$ cat config.mk
export PLATFORM = sky130hd
export DESIGN_NAME = dpt_sequencer
export DESIGN_NICKNAME = d
export VERILOG_FILES = /design/src/rtl/dpt_pkg.sv /design/src/rtl/dpt_timer.sv /design/src/rtl/dpt_sequencer.sv
export SDC_FILE = /design/constraint.sdc
export NUM_CORES = 1
export LEC_CHECK = 0
export CORE_ASPECT_RATIO = 0.7
export CORE_MARGIN = 2
export CORE_UTILIZATION = 45
export CTS_CLUSTER_DIAMETER = 200
export DETAILED_ROUTE_END_ITERATION = 12
export PLACE_DENSITY = 0.66
export SLEW_MARGIN = 5
export SYNTH_ARGS = -nofsm -noshare
export SYNTH_HDL_FRONTEND = slang
export SYNTH_HIERARCHICAL = 1
export SYNTH_SLANG_ARGS = --single-unit
$ cat constraint.sdc
create_clock -name clk -period 3.55 [get_ports clk]
set_clock_uncertainty 0.2 [all_clocks]
set_input_delay 0.355 -clock clk [delete_from_list [all_inputs] [get_ports clk]]
set_output_delay 0.355 -clock clk [all_outputs]
set_load 0.02 [all_outputs]
$ cat src/rtl/dpt_pkg.sv
// Shared types and helpers for the double-pulse test sequencer.
package dpt_pkg;

  typedef enum logic [3:0] {
    ST_IDLE     = 4'd0,
    ST_SELECT   = 4'd1,
    ST_ARM      = 4'd2,
    ST_WAIT_ACK = 4'd3,
    ST_WAIT_RUN = 4'd4,
    ST_COOL     = 4'd5,
    ST_NEXT     = 4'd6,
    ST_FINISH   = 4'd7,
    ST_ERROR    = 4'd8
  } state_t;

  localparam logic [1:0] ERR_NONE   = 2'b00;
  localparam logic [1:0] ERR_FAULT  = 2'b01;
  localparam logic [1:0] ERR_ACK_TO = 2'b10;
  localparam logic [1:0] ERR_RUN_TO = 2'b11;

  localparam int MAX_CH = 8;

  // Lowest set bit of mask at index >= lo; bit 3 of the result flags a hit.
  function automatic logic [3:0] find_set_from(input logic [MAX_CH-1:0] mask,
                                               input logic [3:0] lo);
    logic [3:0] r;
    r = 4'd0;
    for (int i = MAX_CH - 1; i >= 0; i--) begin
      if (mask[i] && (4'(i) >= lo)) r = {1'b1, 3'(i)};
    end
    return r;
  endfunction

  function automatic bit cyc_ok(input longint c, input int w);
    return (c >= 1) && (c < (longint'(1) << w));
  endfunction

endpackage

$ cat src/rtl/dpt_timer.sv
// Loadable down-counter shared by all timed sequencer states.
module dpt_timer #(
  parameter int CNT_W = 24
) (
  input  logic             clk,
  input  logic             rst_n,
  input  logic             load,
  input  logic [CNT_W-1:0] load_val,
  output logic [CNT_W-1:0] value,
  output logic             expired
);

  always_ff @(posedge clk or negedge rst_n) begin
    if (!rst_n) begin
      value <= '0;
    end else if (load) begin
      value <= load_val;
    end else if (value != '0) begin
      value <= value - CNT_W'(1);
    end
  end

  assign expired = (value == '0);

endmodule

$ cat src/rtl/dpt_sequencer.sv
// Steps enabled DUT channels through settle / trigger / cooldown cycles and
// drives the double-pulse engine; any fault, abort or timeout forces the safe state.
module dpt_sequencer
  import dpt_pkg::*;
#(
  parameter int          N_CH       = 4,
  parameter int          CNT_W      = 24,
  parameter int unsigned SETTLE_CYC = 2000,
  parameter int unsigned COOL_CYC   = 40000,
  parameter int unsigned TRIG_CYC   = 2,
  parameter int unsigned ACK_TO     = 16,
  parameter int unsigned RUN_TO     = 4096
) (
  input  logic            clk,
  input  logic            rst_n,
  input  logic            start,
  input  logic            abort,
  input  logic            fault,
  input  logic [N_CH-1:0] ch_mask,
  input  logic [7:0]      shots,
  input  logic            dp_busy,
  output logic [N_CH-1:0] ch_sel,
  output logic            dp_enable,
  output logic            dp_trig,
  output logic            busy,
  output logic            done,
  output logic            err,
  output logic [1:0]      err_code,
  output logic [2:0]      cur_ch,
  output logic [3:0]      dbg_state
);

  localparam int IDX_W = (N_CH > 1) ? $clog2(N_CH) : 1;

  localparam bit PARAMS_OK = (N_CH >= 1) && (N_CH <= MAX_CH) &&
                             (CNT_W >= 2) && (CNT_W <= 32) &&
                             cyc_ok(longint'(SETTLE_CYC), CNT_W) &&
                             cyc_ok(longint'(COOL_CYC), CNT_W) &&
                             cyc_ok(longint'(TRIG_CYC), CNT_W) &&
                             cyc_ok(longint'(ACK_TO), CNT_W) &&
                             cyc_ok(longint'(RUN_TO), CNT_W);

  if (!PARAMS_OK) begin : g_param_check
    $error("dpt_sequencer: N_CH must be 1..8 and every cycle count 1..2^CNT_W-1");
  end

  state_t           state, state_nxt;
  logic [N_CH-1:0]  mask_q, mask_nxt;
  logic [7:0]       shots_q, shots_nxt;
  logic [7:0]       shot_cnt, shot_cnt_nxt;
  logic [IDX_W-1:0] ch_idx, ch_idx_nxt;
  logic             err_int, err_nxt;
  logic [1:0]       code_int, code_nxt;

  logic             tmr_load;
  logic [CNT_W-1:0] tmr_val;
  logic [CNT_W-1:0] tmr_value;
  logic             tmr_expired;

  logic [3:0]       hit_start, hit_next;
  logic             more_shots;

  assign hit_start  = find_set_from(8'(ch_mask), 4'd0);
  assign hit_next   = find_set_from(8'(mask_q), 4'(ch_idx) + 4'd1);
  assign more_shots = ({1'b0, shot_cnt} + 9'd1) < {1'b0, shots_q};
  assign dbg_state  = state;

  dpt_timer #(.CNT_W(CNT_W)) u_timer (
    .clk      (clk),
    .rst_n    (rst_n),
    .load     (tmr_load),
    .load_val (tmr_val),
    .value    (tmr_value),
    .expired  (tmr_expired)
  );

  always_ff @(posedge clk or negedge rst_n) begin
    if (!rst_n) begin
      state    <= ST_IDLE;
      mask_q   <= '0;
      shots_q  <= '0;
      shot_cnt <= '0;
      ch_idx   <= '0;
      err_int  <= 1'b0;
      code_int <= ERR_NONE;
    end else begin
      state    <= state_nxt;
      mask_q   <= mask_nxt;
      shots_q  <= shots_nxt;
      shot_cnt <= shot_cnt_nxt;
      ch_idx   <= ch_idx_nxt;
      err_int  <= err_nxt;
      code_int <= code_nxt;
    end
  end

  always_comb begin
    state_nxt    = state;
    mask_nxt     = mask_q;
    shots_nxt    = shots_q;
    shot_cnt_nxt = shot_cnt;
    ch_idx_nxt   = ch_idx;
    err_nxt      = err_int;
    code_nxt     = code_int;
    case (state)
      ST_IDLE: begin
        if (start) begin
          mask_nxt  = ch_mask;
          shots_nxt = (shots == 8'd0) ? 8'd1 : shots;
          err_nxt   = 1'b0;
          code_nxt  = ERR_NONE;
          shot_cnt_nxt = '0;
          if (hit_start[3]) begin
            state_nxt  = ST_SELECT;
            ch_idx_nxt = IDX_W'(hit_start[2:0]);
          end else begin
            state_nxt  = ST_FINISH;
            ch_idx_nxt = '0;
          end
        end
      end
      ST_SELECT:   if (tmr_expired) state_nxt = ST_ARM;
      ST_ARM:      if (tmr_expired) state_nxt = ST_WAIT_ACK;
      ST_WAIT_ACK: begin
        if (dp_busy) begin
          state_nxt = ST_WAIT_RUN;
        end else if (tmr_expired) begin
          state_nxt = ST_ERROR;
          err_nxt   = 1'b1;
          code_nxt  = ERR_ACK_TO;
        end
      end
      ST_WAIT_RUN: begin
        if (!dp_busy) begin
          state_nxt = ST_COOL;
        end else if (tmr_expired) begin
          state_nxt = ST_ERROR;
          err_nxt   = 1'b1;
          code_nxt  = ERR_RUN_TO;
        end
      end
      ST_COOL:     if (tmr_expired) state_nxt = ST_NEXT;
      ST_NEXT: begin
        // Further shots on the same channel re-arm with the relay still closed.
        if (more_shots) begin
          shot_cnt_nxt = shot_cnt + 8'd1;
          state_nxt    = ST_ARM;
        end else if (hit_next[3]) begin
          shot_cnt_nxt = '0;
          ch_idx_nxt   = IDX_W'(hit_next[2:0]);
          state_nxt    = ST_SELECT;
        end else begin
          state_nxt = ST_FINISH;
        end
      end
      ST_FINISH:   state_nxt = ST_IDLE;
      ST_ERROR:    if (!start) state_nxt = ST_IDLE;
      default:     state_nxt = ST_IDLE;
    endcase

    // Interlock outranks abort, and both outrank any timeout decided above.
    if (state != ST_IDLE && state != ST_ERROR) begin
      if (fault) begin
        state_nxt = ST_ERROR;
        err_nxt   = 1'b1;
        code_nxt  = ERR_FAULT;
      end else if (abort) begin
        state_nxt = ST_IDLE;
        err_nxt   = err_int;
        code_nxt  = code_int;
      end
    end
  end

  always_comb begin
    tmr_load = (state_nxt != state);
    tmr_val  = '0;
    case (state_nxt)
      ST_SELECT:   tmr_val = CNT_W'(SETTLE_CYC - 1);
      ST_ARM:      tmr_val = CNT_W'(TRIG_CYC - 1);
      ST_WAIT_ACK: tmr_val = CNT_W'(ACK_TO - 1);
      ST_WAIT_RUN: tmr_val = CNT_W'(RUN_TO - 1);
      ST_COOL:     tmr_val = CNT_W'(COOL_CYC - 1);
      default:     ;
    endcase
  end

  logic            sel_on, busy_d, trig_d, done_d;
  logic [N_CH-1:0] ch_sel_d;

  always_comb begin
    sel_on = 1'b0;
    case (state)
      ST_SELECT, ST_ARM, ST_WAIT_ACK, ST_WAIT_RUN, ST_COOL: sel_on = 1'b1;
      ST_NEXT: sel_on = more_shots;
      default: sel_on = 1'b0;
    endcase
    ch_sel_d = sel_on ? (N_CH'(1) << ch_idx) : '0;
    busy_d   = (state != ST_IDLE) && (state != ST_ERROR);
    trig_d   = (state == ST_ARM);
    done_d   = (state == ST_FINISH) && !fault && !abort;
  end

  always_ff @(posedge clk or negedge rst_n) begin
    if (!rst_n) begin
      ch_sel    <= '0;
      dp_enable <= 1'b0;
      dp_trig   <= 1'b0;
      busy      <= 1'b0;
      done      <= 1'b0;
      err       <= 1'b0;
      err_code  <= ERR_NONE;
      cur_ch    <= '0;
    end else begin
      ch_sel    <= ch_sel_d;
      dp_enable <= sel_on;
      dp_trig   <= trig_d;
      busy      <= busy_d;
      done      <= done_d;
      err       <= err_int;
      err_code  <= code_int;
      cur_ch    <= busy_d ? 3'(ch_idx) : 3'd0;
    end
  end

endmodule

# Word level (Yosys, flattened, before mapping)

Index checks and enable logic that the tools add are counted.

Add/sub/neg operators: 4
$lt $le $gt $ge: 5
Equal/unequal tests: 20
Shifts and indexed selects: 1
Muxes and demuxes: 56
Reduce and logical (&&, ||, !) cells: 20

Operators with widths:

| kind                    | count |
|---|---|
| $mux W4                 | 20 |
| $pmux W16 S5            | 1 |
| $mux W24                | 2 |
| $mux W8                 | 4 |
| $pmux W4 S8             | 1 |
| $mux W2                 | 13 |
| $eq A4 B3 Y1 const B    | 6 |
| $logic_not A24 Y1       | 1 |
| $reduce_bool A24 Y1     | 1 |
| $sub A24 B1 Y24 const B | 1 |
| $eq A4 B2 Y1 const B    | 4 |
| $pmux W8 S2             | 1 |
| $add A8 B1 Y9 const B   | 1 |
| $lt A9 B8 Y1            | 1 |
| $mux W3                 | 3 |
| $add A8 B1 Y8 const B   | 1 |
| $eq A4 B1 Y1 const B    | 2 |
| $logic_not A8 Y1        | 1 |
| $logic_and A1 B1 Y1     | 7 |
| $mux W1                 | 7 |
| $ge A1 B3 Y1 const A    | 2 |
| $ge A2 B3 Y1 const A    | 2 |
| $ne A2 B2 Y1 const B    | 3 |
| $ne A3 B3 Y1 const B    | 2 |
| 17 further kinds        | 19 |

Flip-flop bits (word level): 66
Input bits: 18
Output and inout port bits: 18
Word-level logic and storage cells: 122

# Logic depth before layout (Yosys ltp)

Gate-level depths: netlist of run 1.

Depth after elaboration: 16
Gate-level depth with buffers: 16
Gate-level depth less buffers: 14

# Hierarchy

Netlist of run 1, hierarchy kept.

Modules (own cells, without submodules):

| module        | times used | cells an instance | area an instance (um^2) | sequential area each (um^2) |
|---|---|---|---|---|
| dpt_sequencer | 1          | 256               | 2,484.9                 | 1,026.0 |
| dpt_timer     | 1          | 164               | 1,506.4                 | 600.6 |

# Worst setup path after synthesis of run 1

Ideal clock, no wire load.

Path type: register to register
Start: reg shot_cnt[0]
End: reg u_timer.value[1]
Library setup time: 83 ps
Arrival: 2,797 ps
Required time: 3,267 ps
Setup slack: 470 ps
Stages on the path, launching flop included: 13
Buffers on the path: 0
Clock period less this slack: 3,080 ps
Cells stage by stage: dfrtp_1 -> ha_1 -> nand3_2 -> nor2_1 -> xor2_1 -> ha_1 -> a21oi_1 -> a21boi_0 -> a211oi_4 -> o311ai_4 -> o41ai_1 -> nand2_1 -> o21ai_0

Cells in the longest elaborated chain, start to end: 10
Elaborated cells on any way between the ends: 16
Those cells by class: add/sub (1); order compare (1); eq/ne (6); mux (7); reduce/logical (1)

RTL lines:

| item                                 | RTL line             | source |
|---|---|---|
| start, declared                      | dpt_sequencer.sv:50  | `logic [7:0] shot_cnt, shot_cnt_nxt;` |
| start signal, assigned               | dpt_sequencer.sv:90  | `shot_cnt <= shot_cnt_nxt;` |
| $add A8 B1 Y9 (*)                    | dpt_sequencer.sv:65  | `assign more_shots = ({1'b0, shot_cnt} + 9'd1) < {1'b0, shots_q};` |
| $lt A9 B8 Y1 (*)                     | dpt_sequencer.sv:65  |  |
| $mux W3 (*)                          | dpt_sequencer.sv:145 | `if (more_shots) begin` |
| $pmux W4 S8 (*)                      | dpt_sequencer.sv:105 | `case (state)` |
| $mux W4                              | dpt_sequencer.sv:167 | `end else if (abort) begin` |
| $mux W4                              | dpt_sequencer.sv:163 | `if (fault) begin` |
| $mux W4 (*)                          | dpt_sequencer.sv:162 | `if (state != ST_IDLE && state != ST_ERROR) begin` |
| $eq A4 B3 Y1 (tied with other cells) | dpt_sequencer.sv:178 | `case (state_nxt)` |
| $pmux W16 S5 (*)                     | dpt_sequencer.sv:178 |  |
| via tmr_val[1]                       | dpt_sequencer.sv:56  | `logic [CNT_W-1:0] tmr_val;` |
| $mux W24 (*)                         | dpt_timer.sv:16      | `end else if (load) begin` |
| end signal, assigned                 | dpt_timer.sv:17      | `value <= load_val;` |
| end signal, assigned                 | dpt_timer.sv:19      | `value <= value - CNT_W'(1);` |
| end, declared                        | dpt_timer.sv:9       | `output logic [CNT_W-1:0] value,` |

The timed path passes the listed nets; every way through them passes the cells marked *.
A chain may end at the register's enable or synchronous reset.

# Worst setup path in the final report of run 1

Start: reg shot_cnt[1]
End: reg u_timer.value[3]

Cells in the longest elaborated chain, start to end: 10
Elaborated cells on any way between the ends: 16
Those cells by class: add/sub (1); order compare (1); eq/ne (6); mux (7); reduce/logical (1)

RTL lines:

| item                                 | RTL line |
|---|---|
| $add A8 B1 Y9 (*)                    | dpt_sequencer.sv:65 |
| $lt A9 B8 Y1 (*)                     | dpt_sequencer.sv:65 |
| $mux W3 (*)                          | dpt_sequencer.sv:145 |
| $pmux W4 S8 (*)                      | dpt_sequencer.sv:105 |
| $mux W4                              | dpt_sequencer.sv:167 |
| $mux W4                              | dpt_sequencer.sv:163 |
| $mux W4 (*)                          | dpt_sequencer.sv:162 |
| $eq A4 B3 Y1 (tied with other cells) | dpt_sequencer.sv:178 |
| $pmux W16 S5                         | dpt_sequencer.sv:178 |
| $mux W24                             | dpt_timer.sv:16 |

Mark *: on every way between the ends. The rest lies on a longest branch, timed or not.

==> impl_results.md, run 1 <==
- M3 GR Usage: 0.0559
- Max cap viols: 0
- Post-synth EDFFs: 0
- Synth cell types: 78
- Grt ovf: 0
- Clk sink count: 65
- Detailed-route DRC error count: 0
- Worst path cell trace: ha_2 > nand3_2 > nor2_2 > xor2_1 > ha_1 > a21oi_1 > a21boi_0 > a211oi_4 > buf_4 > o311ai_4 > buf_4 > o41ai_4 > buf_4 > nand2_1 > o21ai_0
- Initial core utilization: 0.467
- Dominant cell type by area after synthesis: dfrtp_1
- Fin Hold WS: 0.207 ns
- TNS Setup: 0 ns
- Final period util: 0.952
- Area growth syn-to-layout: 21.3%
- I/O Buffers: 34
- Slew Viols, Final: 0
- Max frequency: 296 MHz
- Post-route cell area: just under 5000 sq um
- Family with the most delay on the worst path: compound AO/OA/AOI/OAI gates
- Sw Share: 0.394
- Fraction of registers with async set/reset: 1.00
- Synthesized area: around 4000 sq um
- Global-route wire length before repair: around 15,000 microns
- Multi-input logic area: 2220 sq um
- Core Area: around 8500 sq um
- I/O pins: 36
- Busiest grt layer: met2
- Final HPWL DP: 6490 microns
- Met2 usage: 0.306
- Most used cell, CP: buf_4
- Bufs and invs on worst path: 3
- Die Wd: 117 microns
- Top-area cell type share of the netlist area: 0.408
- Global Route Usage Sum: 0.206
- TritonCTS clock tree: yes
- CTS root buffer: clkbuf_16
- Synth area leaders: dfrtp_1 (41%), mux2_2 (4.2%), o21ai_0 (4.0%), nand2_1 (3.6%), nor2_1 (3.3%)
- GRT met1 Usage: 0.296
- Worst-margin pin slew: about 0.98 ns
- Filler cells: between 700 and 800
- Crit Path Category: flop to flop
- Detailed Routing Iterations Pass 1: 4
- Leading cell type by number of instances after synthesis: dfrtp_1
- Synth Warn #: 6
- Ys flop type: dfrtp_1
- Crit start category: flop
- Inserted Clock Buffers: 9
- Layout cells sized above 1: 0.157
- Shortest period the worst path allows: roughly 3.4 ns
- Syn avg cell area: about 9.5 sq um
- Leak Pwr: around 0.0022 uW
- Initial antenna violation count: 0
- Post-route ant nets: 0
- Slew headroom: 0.344
- Combinational Power Share: 0.420
- DP Area: 4470 sq um
- Max clock buf depth: 2
- Cell Int Power: about 2300 uW
- Post-placement setup slack: -0.0648 ns
- Via count: roughly 3,200
- Hold Violations, Final: 0
- Worst hold path type: flop to flop
- PwrDens: 784 nW/um^2
- Fin util: 0.566
- CP max FO: 6
- Worst-Skew Late Latency: approximately 0.33 ns
- Final setup vio count: 0
- Nets@finish: between 400 and 500
- DR iter-0 viols: roughly 260
- Final worst slack: approximately 0.17 ns
- Flop pwr share: 0.334
- Largest net degree at the start of global routing: 30
- Vias in the first global route: just over 3,000
- NetSw: between 1000 and 1500 uW
- Worst setup EP type: flop
- Cell row count: 28
- Global placement routability congestion: ~0.86
- Die ar.: 9650 sq um
- Synth Instances: 420
- Crit-path max cell delay: around 0.40 ns
- Run status: completed
- Number of diodes: 0
- Maximum vdd ir drop: 0.496 mV
- Clock share of power: 0.245
- H-tree Lvls: 3
- Worst path slowest cell: dfrtp_1
- Post-synth top cells: dfrtp_1 (65), nand2_1 (38), nor2_1 (35), o21ai_0 (32), inv_1 (22)
- Avg WL per Cell: 15.6 microns
- Die H: roughly 83 microns
- DR vias/cell: roughly 5.5
- Final wirelength: just over 9000 microns
- Seq cells post-synth: between 60 and 70
- Reg area: ~1600 sq um
- Reg clk slew, reported paths: around 0.060 ns
- Post-synthesis sequential area ratio: 0.408
- Arr. time, crit path: between 3 and 4 ns
- Worst EP required: about 3.6 ns
## sequential cells by signal, indices dropped and copies added, names as in the netlist, 3 cells and up
signal,count
ch_sel,4
dbg_state,4
mask_q,3
shot_cnt,8
shots_q,8
u_timer/value,24
## cell type report
cell class                 count  share of cell area
clock buffer                  12              0.0551
clock inverter                 4              0.0103
inverter                      22              0.0171
multi-input combinational    321               0.459
sequential                    65               0.336
tap                          120              0.0310
timing repair buffer          48              0.0915
## stage by stage
stage	total power, uW	cells
detailed placement	2830	572
global placement	2800	572
global route	4050	592
finish	3790	592
CTS	3790	589
floorplan	2380	430
## power groups by stage
stage / logic, uW / clock network, uW / registers, uW
floorplan: 1160 / 0 / 1220
global placement: 1530 / 0 / 1270
detailed placement: 1560 / 0 / 1270
CTS: 1570 / 950 / 1270
global route: 1770 / 982 / 1310
finish: 1590 / 931 / 1270
## worst paths after layout
check                            startpoint  slack [ns]          endpoint  cells after the start
worst max-delay path            shot_cnt[1]        0.17  u_timer/value[3]                     15
worst min-delay path            code_int[0]        0.21       err_code[0]                      0
worst max register to register  shot_cnt[1]        0.17  u_timer/value[3]                     15
worst min register to register  code_int[0]        0.21       err_code[0]                      0
max in group asynchronous             rst_n        2.06       shot_cnt[6]                      3
min in group asynchronous             rst_n        0.35       code_int[0]                      2
## logic make-up after synthesis
kind of cell    count (synthesis)  share of synthesized area
buf+inv                        44                     0.0514
mux                            19                     0.0524
xor+xnor                       22                     0.0483
compound gates                 97                      0.166
other cells                     1                   0.000940
flops                          65                      0.408
simple gates                  162                      0.242
fa+ha+maj                      10                     0.0313
## per-layer routing
layer / wire, microns / vias to the layer above
met1: 4740 / 1549
li1: - / 1590
met3: 437 / 11
met2: 3950 / 89
met5: 0 / -
met4: 103 / 0
## cells in the final DEF, fill, tap and decap left out, drive strengths merged, types with 3 or more instances in the layout
cell type and n:
a211o 5, a211oi 3, a21oi 18, a22o 4
a31oi 3, and3 5, and4 3, buf 14
clkbuf 12, clkdlybuf4s50 33, conb 11, dfrtp 65
ha 10, inv 22, mux2 15, mux2i 4
nand2 40, nand2b 3, nand3 14, nand3b 3
nand4 4, nor2 36, nor2b 4, nor3 13
nor3b 5, nor4 6, nor4b 3, o21ai 33
o21bai 3, o22ai 3, o2bb2ai 3, o31ai 8
or3 6, or4 6, xnor2 8, xor2 14
## repair_timing
| action | 4_1_cts | 5_1_grt |
|---|---|---|
| endpoints found under the setup margin | 3 | 15 |
| gates resized for setup | 1 | 3 |
| endpoints found under the hold margin | 22 | 0 |
| pin swaps | 0 | 3 |
| buffers inserted | 0 | 3 |
| hold buffers | 1 | 0 |
Power figures use the tool's default switching activity.
==> run 2: changes to the inputs <==
--- a/config.mk
+++ b/config.mk
@@ -11,6 +11,7 @@
 export CTS_CLUSTER_DIAMETER = 200
 export DETAILED_ROUTE_END_ITERATION = 12
 export PLACE_DENSITY = 0.66
+export SKIP_LAST_GASP = 1
 export SLEW_MARGIN = 5
 export SYNTH_ARGS = -nofsm -noshare
 export SYNTH_HDL_FRONTEND = slang
==> results of run 2 <==
No change in the layout: final DEF, timing and power equal those of run 1.
